### src/rtl/mmm_result_collector_pkg.sv
// mmm_result_collector_pkg: FSM state encodings, counter sizing and word-count helpers shared by the collector slice
package mmm_result_collector_pkg;
  typedef enum logic [1:0] {S_IDLE = 2'd0, S_COLLECT = 2'd1, S_DRAIN = 2'd2} state_t;
  function automatic int clogb2(input int n);
    int r;
    r = 0;
    while ((1 << r) < n) r++;
    return (r < 1) ? 1 : r;
  endfunction
  function automatic int nw_of(input int k, input int w);
    return k / w;
  endfunction
endpackage

### src/rtl/mmm_result_collector_if.sv
// mmm_result_collector_if: carry-save word input (E_IN, WV_IN, SR_INs, SR_INc) and resolved-word output stream (RES_*, BUSY, OVF_ERR)
interface mmm_result_collector_if #(parameter int W = 16);
  logic E_IN;
  logic WV_IN;
  logic [W-1:0] SR_INs;
  logic [W-1:0] SR_INc;
  logic [W-1:0] RES_OUT;
  logic RES_VALID;
  logic RES_READY;
  logic RES_LAST;
  logic RES_MSB;
  logic BUSY;
  logic OVF_ERR;
  modport master (output E_IN, WV_IN, SR_INs, SR_INc, RES_READY,
                  input RES_OUT, RES_VALID, RES_LAST, RES_MSB, BUSY, OVF_ERR);
  modport slave (input E_IN, WV_IN, SR_INs, SR_INc, RES_READY,
                 output RES_OUT, RES_VALID, RES_LAST, RES_MSB, BUSY, OVF_ERR);
endinterface

### src/rtl/mmm_result_collector_cs_word_adder.sv
// mmm_result_collector_cs_word_adder: combinational W-bit s + c + cin -> sum, cout
module mmm_result_collector_cs_word_adder #(parameter int W = 16) (
  input  logic [W-1:0] s,
  input  logic [W-1:0] c,
  input  logic         cin,
  output logic [W-1:0] sum,
  output logic         cout
);
  assign {cout, sum} = {1'b0, s} + {1'b0, c} + {{W{1'b0}}, cin};
endmodule

### src/rtl/mmm_result_collector.sv
// mmm_result_collector: buffers NW carry-save words resolved LSW-first, drains them on a valid/ready stream; ports CLK, RST, bus (slave)
module mmm_result_collector
  import mmm_result_collector_pkg::*;
#(
  parameter int K = 1024,
  parameter int W = 16
) (
  input logic CLK,
  input logic RST,
  mmm_result_collector_if.slave bus
);
  localparam int NW = nw_of(K, W);
  localparam int CW = clogb2(NW);
  localparam logic [CW-1:0] LAST = CW'(NW - 1);
  state_t state_q, state_d;
  logic [CW-1:0] wcnt, rcnt, rnxt;
  logic [W-1:0] mem [0:(2**CW)-1];
  logic [W-1:0] sum, res_out;
  logic cy, cin, cout, res_last, res_msb, ovf;
  logic acc, wr_last, abort, hs, rd_last;
  mmm_result_collector_cs_word_adder #(.W(W)) u_add (
    .s(bus.SR_INs), .c(bus.SR_INc), .cin(cin), .sum(sum), .cout(cout)
  );
  always_comb begin
    acc = bus.WV_IN & bus.E_IN & (state_q != S_DRAIN);
    wr_last = acc & (wcnt == LAST);
    abort = (state_q == S_COLLECT) & ~bus.E_IN;
    hs = (state_q == S_DRAIN) & bus.RES_READY;
    rd_last = rcnt == LAST;
    rnxt = rcnt + CW'(1);
    cin = (state_q == S_IDLE) ? 1'b0 : cy;
    state_d = abort ? S_IDLE : wr_last ? S_DRAIN : acc ? S_COLLECT : (hs & rd_last) ? S_IDLE : state_q;
  end
  always_ff @(posedge CLK) if (acc) mem[wcnt] <= sum;
  always_ff @(posedge CLK) begin
    if (RST) begin
      state_q <= S_IDLE;
      wcnt <= '0;
      rcnt <= '0;
      cy <= 1'b0;
      res_out <= '0;
      res_last <= 1'b0;
      res_msb <= 1'b0;
      ovf <= 1'b0;
    end else begin
      state_q <= state_d;
      cy <= abort ? 1'b0 : acc ? cout : cy;
      wcnt <= (abort | wr_last) ? '0 : acc ? wcnt + CW'(1) : wcnt;
      rcnt <= wr_last ? '0 : hs ? rnxt : rcnt;
      res_msb <= wr_last ? cout : res_msb;
      res_out <= wr_last ? ((NW == 1) ? sum : mem[0]) : (hs & ~rd_last) ? mem[rnxt] : res_out;
      res_last <= wr_last ? (NW == 1) : hs ? (rnxt == LAST) : res_last;
      ovf <= ovf | ((state_q == S_DRAIN) & bus.WV_IN);
    end
  end
  assign bus.RES_OUT = res_out;
  assign bus.RES_VALID = state_q == S_DRAIN;
  assign bus.RES_LAST = res_last;
  assign bus.RES_MSB = res_msb;
  assign bus.BUSY = state_q != S_IDLE;
  assign bus.OVF_ERR = ovf;
endmodule
### src/flat_wrapper.sv
// flat-port wrapper written by rule: the top's interface ports become plain ports
module mmm_result_collector_flat import mmm_result_collector_pkg::*;
#(
  parameter int K = 1024,
  parameter int W = 16
)
  (CLK, RST, bus_E_IN, bus_WV_IN, bus_SR_INs, bus_SR_INc, bus_RES_READY, bus_RES_OUT, bus_RES_VALID, bus_RES_LAST, bus_RES_MSB, bus_BUSY, bus_OVF_ERR);
  mmm_result_collector_if #(.W(W)) bus_i ();
  input logic CLK;
  input logic RST;
  input wire logic [$bits(bus_i.E_IN)-1:0] bus_E_IN;
  input wire logic [$bits(bus_i.WV_IN)-1:0] bus_WV_IN;
  input wire logic [$bits(bus_i.SR_INs)-1:0] bus_SR_INs;
  input wire logic [$bits(bus_i.SR_INc)-1:0] bus_SR_INc;
  input wire logic [$bits(bus_i.RES_READY)-1:0] bus_RES_READY;
  output wire logic [$bits(bus_i.RES_OUT)-1:0] bus_RES_OUT;
  output wire logic [$bits(bus_i.RES_VALID)-1:0] bus_RES_VALID;
  output wire logic [$bits(bus_i.RES_LAST)-1:0] bus_RES_LAST;
  output wire logic [$bits(bus_i.RES_MSB)-1:0] bus_RES_MSB;
  output wire logic [$bits(bus_i.BUSY)-1:0] bus_BUSY;
  output wire logic [$bits(bus_i.OVF_ERR)-1:0] bus_OVF_ERR;
  assign bus_i.E_IN = bus_E_IN;
  assign bus_i.WV_IN = bus_WV_IN;
  assign bus_i.SR_INs = bus_SR_INs;
  assign bus_i.SR_INc = bus_SR_INc;
  assign bus_i.RES_READY = bus_RES_READY;
  assign bus_RES_OUT = bus_i.RES_OUT;
  assign bus_RES_VALID = bus_i.RES_VALID;
  assign bus_RES_LAST = bus_i.RES_LAST;
  assign bus_RES_MSB = bus_i.RES_MSB;
  assign bus_BUSY = bus_i.BUSY;
  assign bus_OVF_ERR = bus_i.OVF_ERR;
  mmm_result_collector #(.K(K), .W(W)) u_core (.CLK(CLK), .RST(RST), .bus(bus_i));
endmodule
### config.mk
export PLATFORM = sky130hd
export DESIGN_NAME = mmm_result_collector_flat
export DESIGN_NICKNAME = d
export VERILOG_FILES = /design/src/rtl/mmm_result_collector_pkg.sv /design/src/rtl/mmm_result_collector_if.sv /design/src/rtl/mmm_result_collector_cs_word_adder.sv /design/src/rtl/mmm_result_collector.sv /design/src/flat_wrapper.sv
export SDC_FILE = /design/constraint.sdc
export NUM_CORES = 1
export LEC_CHECK = 0
export CAP_MARGIN = 20
export CORE_MARGIN = 10
export CORE_UTILIZATION = 65
export CTS_BUF_LIST = sky130_fd_sc_hd__clkbuf_16
export DETAILED_ROUTE_END_ITERATION = 8
export PLACE_DENSITY = 0.92
export RECOVER_POWER = 100
export SYNTH_ARGS = -nofsm -noshare
export SYNTH_HDL_FRONTEND = slang
export SYNTH_SLANG_ARGS = --single-unit
### constraint.sdc
create_clock -name CLK -period 10.4 [get_ports CLK]
set_clock_uncertainty 0.15 [all_clocks]
set_input_delay 2.08 -clock CLK [delete_from_list [all_inputs] [get_ports CLK]]
set_output_delay 2.08 -clock CLK [all_outputs]
set_load 0.03 [all_outputs]
---- Word-level counts from Yosys, hierarchy flattened ----
Memories as Yosys holds them, arrays and structs flattened.
Cells that the tools add are included.
Widths: inputs -> output; s select.
word-level totals
  flip-flop bits (word level) ............. 34
  bits in writable memories ............... 1024
  input port bits ......................... 37
  output and inout bits ................... 21
  memories ................................ 1
cells by class
  add/sub/neg operators ................... 4
  equality and inequality tests ........... 6
  multiplexer cells ....................... 8
  bitwise operators ....................... 12
  reduce and logical (&&, ||, !) cells .... 9
memory list
  name        depth  width  rd ports  clocked after memory_dff  wr ports  RTL line                    source
  u_core.mem  64     16     2         0                         1         mmm_result_collector.sv:17  logic [W-1:0] mem [0:(2**CW)-1];
operators by type and width
  kind                 count
  $mux 16              2
  $eq 6x6->1 const B   3
  $add 16x16->17       1
  $add 17x1->17        1
  $add 6x1->6 const B  2
  $and 1x1->1          8
  $mux 2               3
  $reduce_bool 2->1    3
  $reduce_or 2->1      3
  $mux 1               3
  $reduce_bool 3->1    1
  $reduce_or 3->1      1
  $eq 2x1->1 const B   1
  $eq 2x2->1 const B   1
  $logic_not 2->1      1
  $ne 2x2->1 const B   1
  $not 1->1            2
  $or 1x1->1           2

---- Longest topological paths before layout ----
Gate-level depths: netlist (run 1).
  depth after elaboration ................. 6
  gate-level depth with buffers ........... 15
  mapped depth without buffers ............ 11

---- Cells and area by module ----
A second synthesis (run 1) with hierarchy kept.
unflattened totals
  cell total of the unflattened synthesis .. 2024
  area total of the unflattened synthesis .. 42144.2 µm²
modules (own cells, without submodules)
  module                              instances  cells an instance  area an instance (µm²)
  mmm_result_collector                1          1911               41238.3
  mmm_result_collector_cs_word_adder  1          113                905.9

---- Worst setup path before layout (run 1) ----
OpenSTA, ideal clock, no wires.
  kind .................................... in2reg
  from .................................... input bus_SR_INc[3]
  to ...................................... memory u_core.mem[0][13] (data pin)
  arrival ................................. 6.054 ns
  required time ........................... 9.527 ns
  slack ................................... 3.473 ns
  stages .................................. 6
  path buffers ............................ 0
  cell sequence ........................... ha_1 > a21o_1 > a2111oi_2 > a21oi_1 > o41ai_2 > a21boi_0
on the way
  longest elaborated chain between the ends .. 2
ends and longest elaborated chain
  item                RTL line                                 source
  from (decl)         flat_wrapper.sv:14                       input wire logic [$bits(bus_i.SR_INc)-1:0] bus_SR_INc;
  $add 16x16->17      mmm_result_collector_cs_word_adder.sv:9  assign {cout, sum} = {1'b0, s} + {1'b0, c} + {{W{1'b0}}, cin};
  $add 17x1->17       mmm_result_collector_cs_word_adder.sv:9
  net u_core.sum[13]  mmm_result_collector.sv:18               logic [W-1:0] sum, res_out;
  to (decl)           mmm_result_collector.sv:17
The timed path passes the listed nets, and every way through them passes these cells.

---- Final worst setup path (run 1) ----
  from .................................... register u_core.rcnt[0]
  to ...................................... register u_core.res_out[4], in the netlist u_core.bus.RES_OUT[4]
on the way
  longest elaborated chain between the ends .. 4
  elaborated cells on any way between the ends .. 8
  those cells by class .................... add/sub (1); eq/ne (1); mux (2); bitwise (2); reduce/logical (1); memory (1)
ends and longest elaborated chain
  item                                                 RTL line                                                source
  from (decl)                                          mmm_result_collector.sv:16                              logic [CW-1:0] wcnt, rcnt, rnxt;
  from (signal assigned)                               mmm_result_collector.sv:49                              rcnt <= wr_last ? '0 : hs ? rnxt : rcnt;
  $add 6x1->6 / $eq 6x6->1 (equally long branches)     mmm_result_collector.sv:30, mmm_result_collector.sv:29
  $mem_v2 64x16 / $not 1->1 (equally long branches)    -
  $mux 16 / $and 1x1->1 (equally long branches)        mmm_result_collector.sv:51                              res_out <= wr_last ? ((NW == 1) ? sum : mem[0]) : (hs & ~rd_last) ? mem[rnxt] : res_out;
  $mux 16 / $reduce_bool 2->1 (equally long branches)  -
  to (signal assigned)                                 mmm_result_collector.sv:51
  to (decl)                                            mmm_result_collector.sv:18
Parallel ways exist; a longest one is shown, timed or not. The select of a mux whose other input is x is not followed.
A chain may end at the register's enable or synchronous reset.

==> results of run 1 <==
## power by group through the flow
stage | Combinational [uW] | Sequential (uW) | Clock [uW]
6_report | 361 | 4930 | 3630
5_1_grt | 387 | 4930 | 3790
4_1_cts | 373 | 4890 | 3610
3_5_place_dp | 365 | 4980 | 0
3_3_place_gp | 324 | 4980 | 0
2_1_floorplan | 169 | 5000 | 0
## critical path: cells and delay by family (launching register included)
| kind | cells | cell delay [ns] |
|---|---|---|
| AOI/OAI and AO/OA | 4 | 1.94 |
| adders and majority gates | 1 | 0.68 |
| xor gates and xnor gates | 1 | 2.05 |
| DFF | 1 | 0.81 |
| buffers and inverters | 1 | 1.71 |
## how the worst max path moves through the flow
stage                         from                    end  slack, ns
floorplan            bus_SR_INc[3]      u_core.mem[0][13]       3.47
global placement     bus_SR_INc[0]      u_core.mem[9][10]       4.77
detailed placement   bus_SR_INc[3]     u_core.mem[10][15]       4.62
CTS                  bus_SR_INc[3]     u_core.mem[51][15]       5.29
global route        u_core.rcnt[0]  u_core.bus.RES_OUT[4]       2.68
finish              u_core.rcnt[0]  u_core.bus.RES_OUT[4]       2.91
## per-layer routing
layer	GRT usage	vias up	routed length (um)
met5	0	-	13
met4	0.142	2	7050
met3	0.0652	498	15200
met2	0.492	2358	56300
met1	0.390	11700	37000
li1	-	8547	-
## Yosys cell counts (3+ instances only)
library cell  count  area (um^2)
edfxtp_1       1024        30700
mux4_2          288         6490
nor2_1          144          541
nand2_1          77          289
buf_2            42          210
clkbuf_1         39          146
dfxtp_1          34          681
a21oi_1          29          145
nand3_1          23          115
a211oi_1         18          135
ha_1             18          225
a311oi_1         17          149
a31oi_1          17          106
o2111ai_1        17          149
a22oi_1          16          120
buf_6            16          180
and2_1           15         93.8
buf_4            13         97.6
inv_1            13         48.8
xnor2_1          13          114
or2_2            11         68.8
nor3_1            9         45.0
xor2_1            8         70.1
buf_1             7         26.3
a21o_1            6         45.0
nand3b_1          6         45.0
o21a_1            5         37.5
nand4_1           4         25.0
and3_1            3         18.8
nand2b_1          3         18.8
o21ai_0           3         15.0
or3_1             3         18.8
or3b_2            3         26.3
## state kept, by name, indices dropped and copies added, names as in the netlist
signal,count
u_core.bus.OVF_ERR,1
u_core.bus.RES_LAST,1
u_core.bus.RES_MSB,1
u_core.bus.RES_OUT,16
u_core.cy,1
u_core.mem,1024
u_core.rcnt,6
u_core.state_q,2
u_core.wcnt,6
## metrics by stage
stage | area (um^2) | cells
5_1_grt | 46600 | 3060
2_1_floorplan | 41900 | 1996
6_report | 46600 | 3060
4_1_cts | 46800 | 3038
3_3_place_gp | 43600 | 2853
3_5_place_dp | 43600 | 2853
## cells by family after synthesis
family          share of synthesized area
compound gates                     0.0276
fa+ha+maj                         0.00634
flops                               0.751
mux                                 0.156
buf+inv                            0.0178
xor+xnor                          0.00622
simple gates                       0.0347
## layout make-up
class                      instances  share of cell area
clock buffer                     100              0.0537
clock inverter                    85              0.0147
inverter                          13             0.00105
multi-input combinational        806               0.211
sequential                      1058               0.675
tap                              846              0.0227
timing repair buffer             152              0.0221
==> results.toml, run 1 <==
[run_status]
outcome = "finished, violations left"
violations = "capacitance limit, slew limit"

[finish]
multi_input_comb_area_mm2 = 0.00981
layout_commonest_cell = "edfxtp_1"
syn_to_final_growth_pct = 11.3
ff_latch_area_mm2 = 0.0314
utilization = 0.734
fillers = 3239
num_antenna_cells = 0
drive_above_1_share = 0.216
nets = 2187
layout_common_cells = "1024 x edfxtp_1, 288 x mux4_2, 139 x nor2_1"

[logic_synthesis]
async_flop_share = 0
synthesis.nets = 2053
syn_inst = 1996
yosysWarnings = 0
synth-edff-count = 1024
synth.avg_cell_area_um2 = 21.0
synth_area_mm2 = 0.0419
yosys.cell_types.count = 77
yosys_register_bits = 1058
synth_flop_cell = "edfxtp_1"
yosysSeqAreaShare = 0.751

[clock_network]
cts_sinks = 1058
clk_latency_ns = 0.68
path_clk_slew_ns = 0.07
cts_buffer_depth = 3
cts_root_buf = "clkbuf_16"
numCtsBuffers = 99
ctsHtreeMaxLevel = 3
cts_hold_buf = 0
cts_tree = "yes"
cts_setup_buffers = 0
cts_resized = 0

[timing]
setup_tns_ns = 0
final_max_slew_viol_count = 1237
max_slew_margin = -1.28
rsz0062_at_grt = "false"
max_freq_mhz = 134
worst_slew_pin_slew_ns = 3.42
setup_viol_count_final = 0
worst_slack_ns = 2.91
holdWs_ns = 0.381
hold_violations = 0
min_period_over_period = 0.720
min_period_ns = 7.49

[min_path]
hold_path.class = "flip-flop to flip-flop"
min_delay_path_depth = 2
min_from = "u_core.bus.RES_MSB"
whs_endpoint = "u_core.bus.RES_MSB"

[critical_path]
path_cells = "ha_1 -> xor2_1 -> clkbuf_1 -> a211oi_1 -> a31oi_1 -> o2111ai_1 -> a311oi_1"
reg2regPathDepth = 7
slowest_delay_ns = 2.05
r2r-start = "u_core.rcnt[0]"
critical_path.max_fanout = 34
cp_slowest_cell = "xor2_1"
worst-r2r-setup-slack_ns = 2.91
critPathCaptureType = "flip-flop"
reg2reg_to = "u_core.bus.RES_OUT[4]"
crit_required_ns = 10.79
cp_data_arrival_time_ns = 7.88
startpoint_type = "flip-flop"
critPathKind = "flip-flop to flip-flop"

[placed_design]
gp_congestion = 0.875
pre_cts_ws_ns = 4.62
hpwl_um = 58400
numPortBuffers = 57

[floorplan]
num_io_pins = 58
initial_utilization = 0.660
core_area_mm2 = 0.0634
num_rows = 92
die_h_um = 274
die-area_mm2 = 0.0749
die_w_um = 274

[route]
finalWirelength_um = 116000
route.vias.total = 23100
drtPass1Iterations = 9
drtIter0Drc = 4248
antenna_left = 0
wl_per_cell_um = 37.8
vias_per_cell = 7.54
drc = 0

[power]
powerDensity_mw_per_mm2 = 192
finalPower_uw = 8920
pwr-share-comb = 0.040
peakVddDrop_mv = 0.164
sw_frac_of_total = 0.216
seqPwrFrac = 0.553
p_int_uw = 6990
clkPwrFrac = 0.407
p_sw_uw = 1930
leakagePower_uw = 0.0146

[grt]
grt_pass1_vias = 23200
overflow = 0
antenna_found_initial = 2
grt_usage = 0.302
grt_max_degree = 104
grt_pass1_wl_um = 163000

[job]
max-cap-violations = 29
No activity file was read; power rests on OpenSTA's default activity.
==> inputs of run 2 (changes only) <==
CORE_UTILIZATION = 56   (was 65)
PLACE_DENSITY = 0.85   (was 0.92)
clock period = 6.24 ns   (was 10.4 ns; I/O delays follow)
==> run 2 against run 1 <==
Effect of this change:
- the flow still finishes with violations (capacitance limit, slew limit)
- first-iteration DRC count shrank 23%
- register-to-register slack lost 1.9 ns
- sequential share of layout area shrank 0.31 points
- die area grew 15%
- worst setup slack lost 2.0 ns
- final cell count grew 4.0%
- combinational power grew 66%
- global-route usage shrank 5.4 points
- non-clock buffer count is the same
- power grew 66%
- wire length shrank 5.3%
- clock-buffer cell count grew 1
- critical path type is now input pin to flip-flop
- critical endpoint is now u_core.mem[11][7]
==> results.toml, run 2 (synthesis gave the netlist of run 1 again) <==
[run_status]
outcome = "finished, violations left"
violations = "capacitance limit, slew limit"

[timing]
setup_tns_ns = 0
final_max_slew_viol_count = 596
setup_viol_count_final = 0
worst_slew_pin_slew_ns = 3.20
hold_violations = 0
worst_slack_ns = 0.890
rsz0062_at_grt = "false"
min_period_over_period = 0.857
min_period_ns = 5.35
max_freq_mhz = 187
max_slew_margin = -1.14
holdWs_ns = 0.377

[placed_design]
pre_cts_ws_ns = 1.19
gp_congestion = 0.903
dpl.cell_count = 2986
postPlaceCellArea_mm2 = 0.0439
numPortBuffers = 57
hpwl_um = 57500

[finish]
nets = 2187
largest_reg_flops = 1024
layout_commonest_cell = "edfxtp_1"
drive_above_1_share = 0.230
layout_common_cells = "1024 x edfxtp_1, 288 x mux4_2, 136 x nor2_1"
regMostFlops = "u_core.mem"
fin_cells = 3183
fillers = 4725
syn_to_final_growth_pct = 11.8
stdcell_area_mm2 = 0.0468
multi_input_comb_area_mm2 = 0.00979
ff_latch_area_mm2 = 0.0314

[route]
drtIter0Drc = 3270
vias_per_cell = 6.98
drc = 0
wl_per_cell_um = 34.4
drtPass1Iterations = 7
route.vias.total = 22200
finalWirelength_um = 110000
antenna_left = 0

[power]
peakVddDrop_mv = 0.193
sw_frac_of_total = 0.212
leakagePower_uw = 0.0146
p_int_uw = 11600
seqPwrFrac = 0.553
clkPwrFrac = 0.407
powerDensity_mw_per_mm2 = 316
pwr-share-comb = 0.040
p_sw_uw = 3140

[grt]
grt_max_degree = 127
grtUsageMet3 = 0.0731
grt_pass1_wl_um = 156000
use_met2 = 0.393
grt_pass1_vias = 22700
grt_usage = 0.249
grtUsageMet1 = 0.310
grt.busiest_layer = "met2"
overflow = 0
antenna_found_initial = 1

[critical_path]
critPathCaptureType = "flip-flop"
critPathKind = "input pin to flip-flop"
cp_data_arrival_time_ns = 5.64
startpoint_type = "input pin"
crit_required_ns = 6.53
critical_path.max_fanout = 33

[clock_network]
cts_resized = 0
cts_hold_buf = 0
clk_latency_ns = 0.68
cts_sinks = 1058
ctsHtreeMaxLevel = 3
cts_tree = "yes"
cts_root_buf = "clkbuf_16"
path_clk_slew_ns = 0.06
cts_setup_buffers = 0
numCtsBuffers = 99
cts_buffer_depth = 3

[floorplan]
die-area_mm2 = 0.0861
num_rows = 100
num_io_pins = 58
core_area_mm2 = 0.0743
initial_utilization = 0.563
die_h_um = 293
die_w_um = 293

[min_path]
hold_path.class = "flip-flop to flip-flop"

[job]
max-cap-violations = 25
-- run 2: layer usage --
layer / part of all wire / vias to the layer above / wire [um]
met2: 0.48 / 1868 / 52400
li1: - / 8552 / -
met4: 0.063 / 4 / 6940
met1: 0.33 / 11300 / 36100
met3: 0.13 / 451 / 14000
met5: 0.0015 / - / 161
-- run 2: power by group through the flow --
stage	Sequential (uW)	Combinational (uW)	Clock, uW
6_report	8170	599	6010
3_3_place_gp	8300	544	0
5_1_grt	8170	648	6300
2_1_floorplan	8330	281	0
4_1_cts	8150	607	6020
3_5_place_dp	8300	605	0
-- run 2: metrics by stage --
step	total power, uW	utilization
2_1_floorplan	8610	-
3_3_place_gp	8840	0.590
3_5_place_dp	8910	0.591
4_1_cts	14800	0.634
5_1_grt	15100	0.629
6_report	14800	0.629
-- run 2: critical path, cell delays in order --
cell	delay [ns]
dlygate4sd3_1	0.55
ha_1	0.37
a21o_1	0.23
a2111oi_2	0.41
a21boi_0	0.23
nor2_1	1.99
buf_4	0.57
-- run 2: worst paths after layout --
kind,startpoint,endpoint,slack (ns),cells after the start
setup / recovery,bus_SR_INc[3],u_core.mem[11][7],0.89,7
hold / removal,u_core.bus.OVF_ERR,u_core.bus.OVF_ERR,0.38,2
setup reg to reg,u_core.rcnt[0],u_core.bus.RES_OUT[9],0.98,7
hold reg to reg,u_core.bus.OVF_ERR,u_core.bus.OVF_ERR,0.38,2
-- run 2: layout make-up --
cell class                      count  share of cell area
Antenna cell                        2            0.000107
Multi-Input combinational cell    806               0.209
Clock inverter                     82              0.0148
Sequential cell                  1058               0.672
Timing Repair Buffer              152              0.0231
Inverter                           13             0.00104
Clock buffer                      101              0.0540
Tap cell                          969              0.0259
